[src/rtl/ina219_regfile.sv]
// INA219 register bank and current/power conversion engine behind the I2C slave model.
// Optional: define INA_ALERT_EN to add the mask (ptr 06) / limit (ptr 07) registers and the alert output.
module ina219_regfile #(
    parameter logic [15:0] CONFIG_RST  = 16'h399F,
    parameter int          CAL_SHIFT   = 12,
    parameter int          PWR_DIVISOR = 5000
) (
    input  logic        clk,
    input  logic        rst,
    input  logic        wr_en,
    input  logic [7:0]  wr_ptr,
    input  logic [15:0] wr_data,
    input  logic [7:0]  rd_ptr,
    output logic [15:0] rd_data,
    input  logic        rd_done,
    input  logic        sample_valid,
    input  logic [15:0] shunt_sample,
    input  logic [12:0] bus_sample,
    output logic        busy,
    output logic        alert
);

    typedef enum logic [2:0] {S_IDLE, S_CUR, S_PMUL, S_DIV, S_DONE} state_t;

    localparam logic signed [32:0] CUR_MAX  = 33'sd32767;
    localparam logic signed [32:0] CUR_MIN  = -33'sd32768;
    localparam logic [13:0]        DIVISOR  = 14'(PWR_DIVISOR);
    localparam logic [4:0]         DIV_LAST = 5'd28;

    state_t      state, next_state;

    logic [15:0] config_reg;
    logic [15:0] shunt_reg;
    logic [12:0] bus_v_reg;
    logic        cnvr;
    logic        ovf_flag;
    logic [15:0] power_reg;
    logic [15:0] current_reg;
    logic [15:1] cal_reg;

    logic [15:0] sh_shunt;
    logic [12:0] sh_bus;
    logic [15:0] cur_q;
    logic        cur_ovf_q;
    logic [28:0] div_m;
    logic [28:0] div_q;
    logic [12:0] div_rem;
    logic [4:0]  div_cnt;

    logic               soft_rst;
    logic               accept;
    logic signed [32:0] prod;
    logic signed [32:0] cur_full;
    logic [15:0]        cur_sat;
    logic               cur_ovf;
    logic [16:0]        cur_mag;
    logic [28:0]        mul_res;
    logic [13:0]        rem_shift;
    logic               rem_ge;
    logic [12:0]        rem_next;
    logic               q_ovf;
    logic [15:0]        power_new;

    // Modes 000 and 100 are the power-down modes, i.e. both low mode bits clear.
    assign soft_rst = wr_en && (wr_ptr == 8'h00) && wr_data[15];
    assign accept   = (state == S_IDLE) && sample_valid && (config_reg[1:0] != 2'b00);

    always_ff @(posedge clk) begin
        if (rst) begin
            state <= S_IDLE;
        end else begin
            state <= next_state;
        end
    end

    always_comb begin
        next_state = state;
        case (state)
            S_IDLE:  if (accept) next_state = S_CUR;
            S_CUR:   next_state = S_PMUL;
            S_PMUL:  next_state = S_DIV;
            S_DIV:   if (div_cnt == 5'd0) next_state = S_DONE;
            S_DONE:  next_state = S_IDLE;
            default: next_state = S_IDLE;
        endcase
        if (soft_rst) next_state = S_IDLE;
    end

    always_comb begin
        busy = (state != S_IDLE);
    end

    // Cal is unsigned, so it is zero-extended before the signed multiply.
    always_comb begin
        prod     = $signed(33'($signed(sh_shunt))) * $signed(33'({1'b0, cal_reg, 1'b0}));
        cur_full = prod >>> CAL_SHIFT;
        cur_sat  = cur_full[15:0];
        cur_ovf  = 1'b0;
        if (cur_full > CUR_MAX) begin
            cur_sat = 16'h7FFF;
            cur_ovf = 1'b1;
        end else if (cur_full < CUR_MIN) begin
            cur_sat = 16'h8000;
            cur_ovf = 1'b1;
        end
        cur_mag   = cur_q[15] ? (17'd0 - {1'b1, cur_q}) : {1'b0, cur_q};
        mul_res   = {12'd0, cur_mag} * {16'd0, sh_bus};
        rem_shift = {div_rem, div_m[28]};
        rem_ge    = (rem_shift >= DIVISOR);
        rem_next  = rem_ge ? 13'(rem_shift - DIVISOR) : rem_shift[12:0];
        q_ovf     = |div_q[28:16];
        power_new = q_ovf ? 16'hFFFF : div_q[15:0];
    end

    always_ff @(posedge clk) begin
        if (rst) begin
            sh_shunt  <= '0;
            sh_bus    <= '0;
            cur_q     <= '0;
            cur_ovf_q <= 1'b0;
            div_m     <= '0;
            div_q     <= '0;
            div_rem   <= '0;
            div_cnt   <= '0;
        end else begin
            case (state)
                S_IDLE: begin
                    if (accept) begin
                        sh_shunt <= shunt_sample;
                        sh_bus   <= bus_sample;
                    end
                end
                S_CUR: begin
                    cur_q     <= cur_sat;
                    cur_ovf_q <= cur_ovf;
                end
                S_PMUL: begin
                    div_m   <= mul_res;
                    div_q   <= '0;
                    div_rem <= '0;
                    div_cnt <= DIV_LAST;
                end
                S_DIV: begin
                    div_m   <= {div_m[27:0], 1'b0};
                    div_q   <= {div_q[27:0], rem_ge};
                    div_rem <= rem_next;
                    div_cnt <= div_cnt - 5'd1;
                end
                default: ;
            endcase
        end
    end

    // A DONE commit setting CNVR wins over any clear arriving in the same cycle.
    always_ff @(posedge clk) begin
        if (rst || soft_rst) begin
            config_reg  <= CONFIG_RST;
            shunt_reg   <= '0;
            bus_v_reg   <= '0;
            cnvr        <= 1'b0;
            ovf_flag    <= 1'b0;
            power_reg   <= '0;
            current_reg <= '0;
            cal_reg     <= '0;
        end else begin
            if (wr_en && (wr_ptr == 8'h00)) config_reg <= {1'b0, wr_data[14:0]};
            if (wr_en && (wr_ptr == 8'h05)) cal_reg <= wr_data[15:1];
            if (state == S_DONE) begin
                shunt_reg   <= sh_shunt;
                bus_v_reg   <= sh_bus;
                current_reg <= cur_q;
                power_reg   <= power_new;
                ovf_flag    <= cur_ovf_q | q_ovf;
                cnvr        <= 1'b1;
            end else if ((wr_en && (wr_ptr == 8'h00)) || (rd_done && (rd_ptr == 8'h03))) begin
                cnvr <= 1'b0;
            end
        end
    end

`ifdef INA_ALERT_EN
    logic [15:0] mask_reg;
    logic [15:0] limit_reg;
    logic        alert_reg;
    logic        alert_hit;

    always_comb begin
        alert_hit = (mask_reg[15] && ($signed(sh_shunt) > $signed(limit_reg))) ||
                    (mask_reg[14] && (sh_bus > limit_reg[12:0])) ||
                    (mask_reg[13] && (power_new > limit_reg));
    end

    // With latching enabled the alert only drops once the mask register has been read out.
    always_ff @(posedge clk) begin
        if (rst || soft_rst) begin
            mask_reg  <= '0;
            limit_reg <= '0;
            alert_reg <= 1'b0;
        end else begin
            if (wr_en && (wr_ptr == 8'h06)) mask_reg <= wr_data;
            if (wr_en && (wr_ptr == 8'h07)) limit_reg <= wr_data;
            if (state == S_DONE) begin
                alert_reg <= mask_reg[0] ? (alert_reg | alert_hit) : alert_hit;
            end else if (rd_done && (rd_ptr == 8'h06) && mask_reg[0]) begin
                alert_reg <= 1'b0;
            end
        end
    end

    assign alert = alert_reg;
`else
    assign alert = 1'b0;
`endif

    always_comb begin
        rd_data = 16'h0000;
        case (rd_ptr)
            8'h00:   rd_data = config_reg;
            8'h01:   rd_data = shunt_reg;
            8'h02:   rd_data = {bus_v_reg, 1'b0, cnvr, ovf_flag};
            8'h03:   rd_data = power_reg;
            8'h04:   rd_data = current_reg;
            8'h05:   rd_data = {cal_reg, 1'b0};
`ifdef INA_ALERT_EN
            8'h06:   rd_data = mask_reg;
            8'h07:   rd_data = limit_reg;
`endif
            default: rd_data = 16'h0000;
        endcase
    end

endmodule

[config.mk]
export PLATFORM = sky130hd
export DESIGN_NAME = ina219_regfile
export DESIGN_NICKNAME = d
export VERILOG_FILES = /design/src/rtl/ina219_regfile.sv
export SDC_FILE = /design/constraint.sdc
export NUM_CORES = 2
export LEC_CHECK = 0
export ABC_AREA = 1
export CAP_MARGIN = 10
export CORE_UTILIZATION = 40
export DETAILED_ROUTE_END_ITERATION = 7
export PLACE_DENSITY = 0.54
export SYNTH_ARGS = -nofsm -noshare
export SYNTH_HDL_FRONTEND = slang
export SYNTH_SLANG_ARGS = --single-unit
[constraint.sdc]
create_clock -name clk -period 11.6 [get_ports clk]
set_input_delay 1.74 -clock clk [delete_from_list [all_inputs] [get_ports clk]]
set_output_delay 1.74 -clock clk [all_outputs]
set_load 0.02 [all_outputs]
==> impl_metrics.csv <==
group,metric,value,unit
timing,finalSetupTns,0,ns
global_routing,grt-ovfl-total,0,
cells_and_area,fillers,6563,
drt,routedWlPerCell,17.4,microns
setup_path,cpMaxStageDelayCell,"fa_1",
cells_and_area,finalInstanceArea,28300,sq um
drt,num_vias,21300,
drt,wl,75.2,mm
clocking,clk_pin_slew,0.06,ns
drt,wl_met2,33.0,mm
floorplanning,coreArea,63500,sq um
timing,fin_skew,0.0279,ns
place,placed_area,27500,sq um
cells_and_area,final_common_cell,"nand2_1",
setup_path,r2r_start,"cur_q[0]",
setup_path,cp-start-kind,"flop",
drt,wl_met3,4.77,mm
cells_and_area,diodes,0,
timing,fin_crit,7.02,ns
synth,synth-simple-area-share,20.1,%
synth,synth_top_family_by_area,"adder cells",
clocking,clockBufferDepth,3,
min_path,hold_start,"div_rem[1]",
setup_path,crit_arrival,7.44,ns
synth,ys.flop_type,"dfxtp_1",
global_routing,grt_pass1_wl,123,mm
flow_run,drv_cap,0,
clocking,insertion_delay,0.58,ns
floorplanning,initial_core_util,40.8,%
synth,synth_seq_area_share,16.8,%
synth,ys_warn_count,0,
cells_and_area,fin_nets,4086,
cells_and_area,largestRegisters,"div_m x29, div_q x29",
global_routing,grt_max_degree,72,
place,portBuffers,82,
clocking,holdBufCountCts,0,
clocking,cts.sinks,218,
clocking,h-tree-depth,1,
setup_path,slowest_delay,0.56,ns
cells_and_area,final_cell_mix,"945 x nand2_1, 752 x inv_1, 409 x fa_1, 223 x a21oi_1, 218 x dfxtp_1",
cells_and_area,areaGrowthSynthToFinish,9.15,%
synth,synth-edff-count,0,
drt,drt_pre_antenna_iters,5,
timing,max_slew_margin,26.1,%
drt,antenna_left,0,
synth,synth_adder_area_share,39.1,%
clocking,clockRootBuffer,"clkbuf_16",
global_routing,grt_antenna_before_repair,0,
synth,ys_types,50,
global_routing,grt_use_total,23.8,%
floorplanning,io_pins,84,
timing,slew_violations,0,
synth,synth_mux_area_share,0,%
timing,final_hold_viol_count,0,
setup_path,crit_fanout,17,
pwr,peakVddDrop,0.000134,V
synth,synth_area,25900,sq um
timing,rsz0062_at_grt,"false",
synth,synthXorXnorAreaFrac,1.42,%
setup_path,end_kind,"flop",
synth,synth_compound_area_share,8.94,%
drt,drc,0,
timing,fin_crit_sh,60.5,%
synth,synth.ff_latch_count,218,
drt,top_layer_used,"met4",
floorplanning,die_y,257,microns
setup_path,path_class,"flop to flop",
global_routing,grt_pass1_vias,21600,
pwr,powerDensity,130,nW/um^2
clocking,numCtsBuffers,27,
place,gp_congestion,0.928,
clocking,cts_resized,0,
cells_and_area,drive_above_1_share,4.06,%
timing,fmax,142,MHz
pwr,p_leak,14.4,nW
status,status,"finished clean",
setup_path,crit_required,12.03,ns
min_path,min_path_type,"flop to flop",
floorplanning,dieWidth,257,microns
clocking,cts_tree,"done",
drt,drt_iter0_markers,1420,
timing,finalSetupViolCount,0,
timing,worstMarginPinSlew,1.10,ns
drt,wl_met1,35.7,mm
setup_path,timing.critical_path.mode_cell,"inv_1",
drt,vias_per_cell,4.92,
setup_path,crit_start,"cur_q[0]",
synth,syn_inst,3462,
synth,synthArstFlopShare,0,%
place,hpwl,58.4,mm
floorplanning,row_count,92,
synth,avgSynthCellArea,7.49,sq um
clocking,cts_setup_buffers,0,
floorplanning,dieArea,65800,sq um
==> where the power goes <==
part	leakage (nW)	switching, W	total (W)	internal [W]
Combinational	12.2	0.00119	0.00177	0.000585
Sequential	1.77	0.000232	0.00107	0.000840
Clock	0.409	0.000365	0.000820	0.000455
==> cell type report <==
class | count | area (sq um) | area share, %
inverter | 764 | 2870 | 10.1
sequential | 218 | 4360 | 15.4
tap | 846 | 1060 | 3.74
multi-input combinational | 2328 | 18100 | 63.9
clock buffer | 35 | 746 | 2.64
clock inverter | 13 | 93.8 | 0.332
timing repair buffer | 117 | 1080 | 3.81
==> cells by family (layout without fill, tap and decap cells) <==
family	after synthesis	count (layout)
simple gates	1291	1291
fa+ha+maj	564	564
other cells	2	13
flops	218	218
xor+xnor	42	42
buf+inv	927	929
compound gates	418	418
==> final timing paths <==
path                endpoint  slack, ns  cells past startpoint
hold / removal    div_rem[2]       0.46                      2
setup reg to reg   div_m[24]       4.58                     30
setup / recovery   div_m[24]       4.58                     30
hold reg to reg   div_rem[2]       0.46                      2
==> cells in the mapped netlist (all sizes together), types with 2 or more instances <==
cell type	instances	area [sq um]
clkbuf	143	537
buf	20	130
a221oi	15	131
clkinv	3	11.3
a21oi	234	1220
a22o	7	61.3
o21ai	115	576
nand2	962	3660
a21boi	3	22.5
ha	155	1940
a21o	2	15.0
nand4	19	125
a211oi	2	15.0
a31oi	27	169
dfxtp	218	4360
nand3	80	410
or2	11	68.8
nor4	9	90.1
o211ai	4	30.0
o21bai	2	15.0
fa	409	8190
conb	2	7.51
inv	761	2860
nand3b	5	37.5
nor2	177	667
xnor2	17	149
a32o	4	40.0
xor2	25	219
nor3	26	140
==> worst max-delay path: cells and delay by family, from the launching register on <==
family / cells / cell delay (ns)
adder cells (fa/ha/maj): 7 / 3.08
AND/OR/NAND/NOR: 7 / 1.24
AO/OA/AOI/OAI: 9 / 1.55
buffers and inverters: 7 / 0.48
flip-flops: 1 / 0.52
==> layer usage <==
layer  global-route usage (%)  up-vias
li1                         -    10300
met1                     35.0    10300
met2                     36.9      584
met3                     3.37       81
met4                     5.29        0
met5                        0        -
==> stage by stage <==
step | std cells | setup WS [ns] | hold slack [ns] | utilization [%] | total power, W
after floorplan | 3473 | 5.24 | 0.433 | - | 0.00222
after global placement | 4273 | 4.67 | 0.449 | 43.2 | 0.00284
after detailed placement | 4273 | 4.61 | 0.452 | 43.2 | 0.00283
after CTS | 4321 | 4.56 | 0.461 | 44.5 | 0.00369
after global routing | 4321 | 3.97 | 0.474 | 44.5 | 0.00399
final | 4321 | 4.58 | 0.460 | 44.5 | 0.00367
(Power assumes the default switching activity.)
